`config.mk`:
```
export PLATFORM = sky130hd
export DESIGN_NAME = spi_dual_requester_arbiter
export DESIGN_NICKNAME = d
export VERILOG_FILES = /design/src/rtl/spi_dual_requester_arbiter.sv
export SDC_FILE = /design/constraint.sdc
export NUM_CORES = 1
export LEC_CHECK = 0
export ABC_AREA = 1
export BUFFER_PORTS_ARGS = -buffer_cell sky130_fd_sc_hd__buf_2
export CAP_MARGIN = 25
export CORE_ASPECT_RATIO = 0.5
export CORE_MARGIN = 2
export CORE_UTILIZATION = 55
export CTS_CLUSTER_SIZE = 20
export DETAILED_ROUTE_END_ITERATION = 10
export GPL_TIMING_DRIVEN = 1
export PLACE_DENSITY = 0.73
export SKIP_LAST_GASP = 1
export SLEW_MARGIN = 20
export SYNTH_ARGS = -nofsm -noshare
export SYNTH_HDL_FRONTEND = slang
export SYNTH_SLANG_ARGS = --single-unit
export TNS_END_PERCENT = 50
```
`constraint.sdc`:
```
create_clock -name clk_clk -period 2.2 [get_ports clk_clk]
set_input_delay 0.22 -clock clk_clk [delete_from_list [all_inputs] [get_ports clk_clk]]
set_output_delay 0.22 -clock clk_clk [all_outputs]
set_load 0.01 [all_outputs]
```
`src/rtl/spi_dual_requester_arbiter.sv`:
```
// Two-requester SPI master: round-robin grant per transaction, mode-0 byte engine,
// multi-byte transactions kept under one chip-select while the owner holds 'hold'.
module spi_dual_requester_arbiter #(
    parameter int unsigned CLK_DIV  = 4,
    parameter int unsigned CS_SETUP = 2,
    parameter int unsigned CS_HOLD  = 2,
    parameter int unsigned IDLE_GAP = 1
) (
    input  logic       clk_clk,
    input  logic       reset_reset_n,
    input  logic [1:0] req,
    input  logic [1:0] hold,
    input  logic [7:0] tx_data0,
    input  logic [7:0] tx_data1,
    output logic [1:0] ack,
    output logic [1:0] done,
    output logic [7:0] rx_data,
    output logic       busy,
    output logic       spi_SCLK,
    output logic       spi_MOSI,
    input  logic       spi_MISO,
    output logic [1:0] spi_SS_n
);

    typedef enum logic [2:0] {
        StIdle, StSetup, StShift, StNext, StWait, StCsHold, StGap
    } state_e;

    state_e      state_q, state_d;
    logic [15:0] cnt_q, cnt_d;
    logic [2:0]  bit_cnt_q, bit_cnt_d;
    logic        sclk_q, sclk_d;
    logic [7:0]  tx_sh_q, tx_sh_d;
    logic [7:0]  rx_sh_q, rx_sh_d;
    logic [7:0]  rx_data_q, rx_data_d;
    logic [1:0]  ss_n_q, ss_n_d;
    logic        owner_q, owner_d;
    logic        last_grant_q, last_grant_d;
    logic [1:0]  ack_q, ack_d;
    logic [1:0]  done_q, done_d;

    logic       grant;
    logic [1:0] owner_oh;
    logic [7:0] owner_tx;

    // On a tie the requester that did not win last time is granted.
    assign grant    = (req == 2'b11) ? ~last_grant_q : req[1];
    assign owner_oh = owner_q ? 2'b10 : 2'b01;
    assign owner_tx = owner_q ? tx_data1 : tx_data0;

    always_comb begin
        state_d      = state_q;
        cnt_d        = cnt_q;
        bit_cnt_d    = bit_cnt_q;
        sclk_d       = sclk_q;
        tx_sh_d      = tx_sh_q;
        rx_sh_d      = rx_sh_q;
        rx_data_d    = rx_data_q;
        ss_n_d       = ss_n_q;
        owner_d      = owner_q;
        last_grant_d = last_grant_q;
        ack_d        = 2'b00;
        done_d       = 2'b00;

        unique case (state_q)
            StIdle: begin
                if (|req) begin
                    owner_d      = grant;
                    last_grant_d = grant;
                    tx_sh_d      = grant ? tx_data1 : tx_data0;
                    ack_d        = grant ? 2'b10 : 2'b01;
                    ss_n_d       = grant ? 2'b01 : 2'b10;
                    cnt_d        = '0;
                    state_d      = StSetup;
                end
            end
            StSetup: begin
                if (cnt_q == 16'(CS_SETUP - 1)) begin
                    cnt_d     = '0;
                    bit_cnt_d = '0;
                    state_d   = StShift;
                end else begin
                    cnt_d = cnt_q + 16'd1;
                end
            end
            StShift: begin
                if (cnt_q == 16'(CLK_DIV - 1)) begin
                    cnt_d = '0;
                    if (!sclk_q) begin
                        sclk_d  = 1'b1;
                        rx_sh_d = {rx_sh_q[6:0], spi_MISO};
                    end else begin
                        sclk_d = 1'b0;
                        if (bit_cnt_q == 3'd7) begin
                            rx_data_d = rx_sh_q;
                            done_d    = owner_oh;
                            state_d   = StNext;
                        end else begin
                            tx_sh_d   = {tx_sh_q[6:0], 1'b0};
                            bit_cnt_d = bit_cnt_q + 3'd1;
                        end
                    end
                end else begin
                    cnt_d = cnt_q + 16'd1;
                end
            end
            StNext, StWait: begin
                if (hold[owner_q]) begin
                    if (req[owner_q]) begin
                        // Follow-on byte starts shifting at once: CS is already set up.
                        tx_sh_d   = owner_tx;
                        ack_d     = owner_oh;
                        cnt_d     = '0;
                        bit_cnt_d = '0;
                        state_d   = StShift;
                    end else begin
                        state_d = StWait;
                    end
                end else begin
                    cnt_d   = '0;
                    state_d = StCsHold;
                end
            end
            StCsHold: begin
                if (cnt_q == 16'(CS_HOLD - 1)) begin
                    cnt_d   = '0;
                    ss_n_d  = 2'b11;
                    state_d = StGap;
                end else begin
                    cnt_d = cnt_q + 16'd1;
                end
            end
            StGap: begin
                if (cnt_q == 16'(IDLE_GAP - 1)) begin
                    cnt_d   = '0;
                    state_d = StIdle;
                end else begin
                    cnt_d = cnt_q + 16'd1;
                end
            end
            default: state_d = StIdle;
        endcase
    end

    always_ff @(posedge clk_clk or negedge reset_reset_n) begin
        if (!reset_reset_n) begin
            state_q      <= StIdle;
            cnt_q        <= '0;
            bit_cnt_q    <= '0;
            sclk_q       <= 1'b0;
            tx_sh_q      <= '0;
            rx_sh_q      <= '0;
            rx_data_q    <= '0;
            ss_n_q       <= 2'b11;
            owner_q      <= 1'b0;
            last_grant_q <= 1'b1;
            ack_q        <= '0;
            done_q       <= '0;
        end else begin
            state_q      <= state_d;
            cnt_q        <= cnt_d;
            bit_cnt_q    <= bit_cnt_d;
            sclk_q       <= sclk_d;
            tx_sh_q      <= tx_sh_d;
            rx_sh_q      <= rx_sh_d;
            rx_data_q    <= rx_data_d;
            ss_n_q       <= ss_n_d;
            owner_q      <= owner_d;
            last_grant_q <= last_grant_d;
            ack_q        <= ack_d;
            done_q       <= done_d;
        end
    end

    assign ack      = ack_q;
    assign done     = done_q;
    assign rx_data  = rx_data_q;
    assign busy     = (state_q != StIdle);
    assign spi_SCLK = sclk_q;
    assign spi_MOSI = tx_sh_q[7];
    assign spi_SS_n = ss_n_q;

endmodule

```
==> flow_metrics.env <==
export IMPL_fp_dieW_um=115
export IMPL_power_frac_seq=0.526
export IMPL_p_sw_frac=0.236
export IMPL_status="finished, final reports clean"
export IMPL_crit_required_ns=2.36
export IMPL_tightest_slew_ns=0.818
export IMPL_place_hpwl_um=5550
export IMPL_drt_iter0_markers=288
export IMPL_worst_hold_slack_ns=0.140
export IMPL_core_area_um2=6010
export IMPL_yosysSeqAreaShare=0.409
export IMPL_post_place_ws_ns=0.234
export IMPL_cts_tree="done"
export IMPL_power_leakage_nw=2.08
export IMPL_synth_cells=470
export IMPL_wirelength_um=7600
export IMPL_clk_transition_reported_paths_ns=0.07
export IMPL_timing_setup_tns_ns=0
export IMPL_grt_pass1_wl_um=13100
export IMPL_ant_nets=0
export IMPL_worstSkewPairLatency_ns=0.30
export IMPL_grt_max_degree=29
export IMPL_viasPerCell=5.25
export IMPL_ys_seq_elements=55
export IMPL_cp_end_kind="flop"
export IMPL_cts_sinks=55
export IMPL_ys_warn_count=0
export IMPL_netlist_cell_type_count=36
export IMPL_drive_above_1_share=0.167
export IMPL_die_h_um=59.4
export IMPL_first_global_vias=2872
export IMPL_drc=0
export IMPL_dieArea_um2=6820
export IMPL_dp_cells=583
export IMPL_avgSynthCellArea_um2=7.18
export IMPL_hold_viol=0
export IMPL_cts_root_buffer="clkbuf_16"
export IMPL_drv_cap=0
export IMPL_nets=542
export IMPL_power_density_nw_per_um2=511
export IMPL_arrival_ns=2.14
export IMPL_synth_area_um2=3370
export IMPL_io_buffers=39
export IMPL_layout_min_cycle_time_ns=1.98
export IMPL_antenna_found_initial=0
export IMPL_cts_path_max_buffers=2
export IMPL_final_setup_worst_slack_ns=0.220
export IMPL_area_growth_pct=13.3
export IMPL_path_max_fanout=18
export IMPL_internal_power_mw=1.49
export IMPL_synth_nets=498
export IMPL_num_antenna_cells=0
export IMPL_avgRoutedWirePerCell_um=12.8
export IMPL_fin_skew_ns=0.00719
export IMPL_period_share=0.900
export IMPL_row_count=20
export IMPL_hold_class="input port to flop"
export IMPL_p_switching_mw=0.462
export IMPL_pin_count=40
export IMPL_grt_util_all_layers=0.246
export IMPL_comb_power_share=0.060
export IMPL_slew_headroom=0.455
export IMPL_cts_made_buffers=5
export IMPL_pwr_share_clk=0.414
export IMPL_start_kind="flop"
export IMPL_grt_ovfl_total=0
export IMPL_ir_worst_vdd_uv=346
export IMPL_rsz0062_at_grt="no"
export IMPL_htree_levels=2
export IMPL_num_vias=3109
export IMPL_gp_congestion=0.891
export IMPL_instances_no_fill=592
export IMPL_setup_violations=0
export IMPL_criticalPathCategory="flop to flop"
export IMPL_initial_core_util=0.562
export IMPL_firstDrtPassIters=6
export IMPL_slew_viol_final=0
export IMPL_timing_fmax_mhz=505
==> cells in the mapped netlist (all sizes together) <==
library cell	number	share of area
a21boi	2	0.0078
a21oi	2	0.0030
a22oi	2	0.0044
a31o	2	0.0052
buf	10	0.022
clkbuf	2	0.0022
dfrtp	52	0.39
dfstp	3	0.023
ha	5	0.019
inv	51	0.059
nand2	180	0.20
nand3	45	0.072
nand3b	2	0.0044
nand4	11	0.020
nor2	41	0.056
nor3	5	0.0074
o211ai	3	0.0067
o21ai	37	0.064
o21bai	2	0.0044
o31ai	4	0.0089
o32ai	2	0.0052
or2	1	0.0019
xor2	6	0.016
==> timing repair <==
item,CTS,global route
buffers inserted,0,0
hold endpoints to repair,27,0
hold buffers,1,0
resized for setup,0,0
==> cell usage in the layout (no fill, tap or decap) <==
cell type,netlist,final
nand3_2,1,1
dlygate4sd3_1,0,1
dfstp_2,3,3
o21bai_1,2,2
o31ai_1,4,4
ha_1,5,5
inv_6,1,2
inv_1,48,48
a21oi_1,2,2
o21ai_1,1,1
o211ai_1,3,3
inv_2,1,1
o21ai_0,28,28
nor3_1,5,5
clkinvlp_4,0,2
buf_2,5,39
nand2_1,177,177
nor2_4,3,3
xor2_1,6,6
or2_1,1,1
nand4_1,11,11
nand3b_1,2,2
clkbuf_16,0,5
buf_12,0,1
o32ai_1,2,2
a21boi_0,1,1
dfrtp_1,52,52
nand3_4,1,1
nand3_1,43,43
nand2_2,3,3
o21ai_2,8,8
a31o_2,2,2
nor2_2,5,5
nor2_1,33,33
inv_4,1,1
buf_4,2,8
a22oi_1,2,2
a21boi_4,1,1
==> stage by stage <==
stage,power [mW],util,area [µm²]
6_report,1.95,0.637,3820
5_1_grt,2.04,0.637,3820
4_1_cts,1.98,0.637,3820
3_5_place_dp,1.17,0.610,3660
3_3_place_gp,1.16,0.610,3660
2_1_floorplan,1.10,-,3370
==> cell families (layout without fill, tap and decap cells) <==
group | Yosys count | count (layout) | share of synthesized area
simple gates | 285 | 285 | 0.364
buf+inv | 63 | 108 | 0.0831
compound gates | 56 | 56 | 0.109
flops | 55 | 55 | 0.409
xor+xnor | 6 | 6 | 0.0156
fa+ha+maj | 5 | 5 | 0.0185
==> routing by layer <==
| layer | vias up | global-route usage | wire length, µm |
|---|---|---|---|
| met1 | 1457 | 0.338 | 3710 |
| met5 | - | 0 | 0 |
| met4 | 0 | 0.0620 | 56 |
| met3 | 5 | 0.0491 | 277 |
| li1 | 1594 | - | - |
| met2 | 53 | 0.407 | 3560 |
==> cell type report <==
| class | count | area (µm²) |
|---|---|---|
| flip-flops and latches | 55 | 1380 |
| fillers | 551 | 2180 |
| well taps | 77 | 96.3 |
| inverters | 51 | 199 |
| clock inverters | 3 | 23.8 |
| repair buffers | 49 | 285 |
| multi-input cells | 352 | 1710 |
| clock buffers | 5 | 125 |
==> registers in the layout, summed over array words and instances, names as in the netlist, 2 cells and up <==
signal	count
rx_sh_q	8
spi_SS_n	2
state_q	3
cnt_q	16
ack	2
tx_sh_q	8
rx_data	8
done	2
bit_cnt_q	3
==> critical path: stages (launching register included) <==
cell and delay, ns:
dfrtp_1 0.42, ha_1 0.27, nand2_1 0.09, nor2_2 0.16, nand3_1 0.12, or2_1 0.52
nand2_1 0.19, o21ai_2 0.06
==> final timing paths <==
| path | start | end | slack (ns) | cells after the start |
|---|---|---|---|---|
| setup / recovery | cnt_q[1] | rx_data[0] | 0.22 | 7 |
| min in group asynchronous | reset_reset_n | cnt_q[7] | 0.49 | 2 |
| max in group asynchronous | reset_reset_n | last_grant_q | 1.07 | 3 |
| hold / removal | spi_MISO | rx_sh_q[0] | 0.14 | 3 |
| hold reg to reg | rx_data[4] | rx_data[4] | 0.48 | 2 |
| setup reg to reg | cnt_q[1] | rx_data[0] | 0.22 | 7 |
==> power groups by stage <==
stage | combinational, mW | clock [mW] | sequential, mW
floorplan | 0.0522 | 0 | 1.05
global placement | 0.116 | 0 | 1.05
detailed placement | 0.117 | 0 | 1.05
CTS | 0.119 | 0.827 | 1.03
global route | 0.140 | 0.873 | 1.03
finish | 0.116 | 0.809 | 1.03
Power figures use the tool's default switching activity.
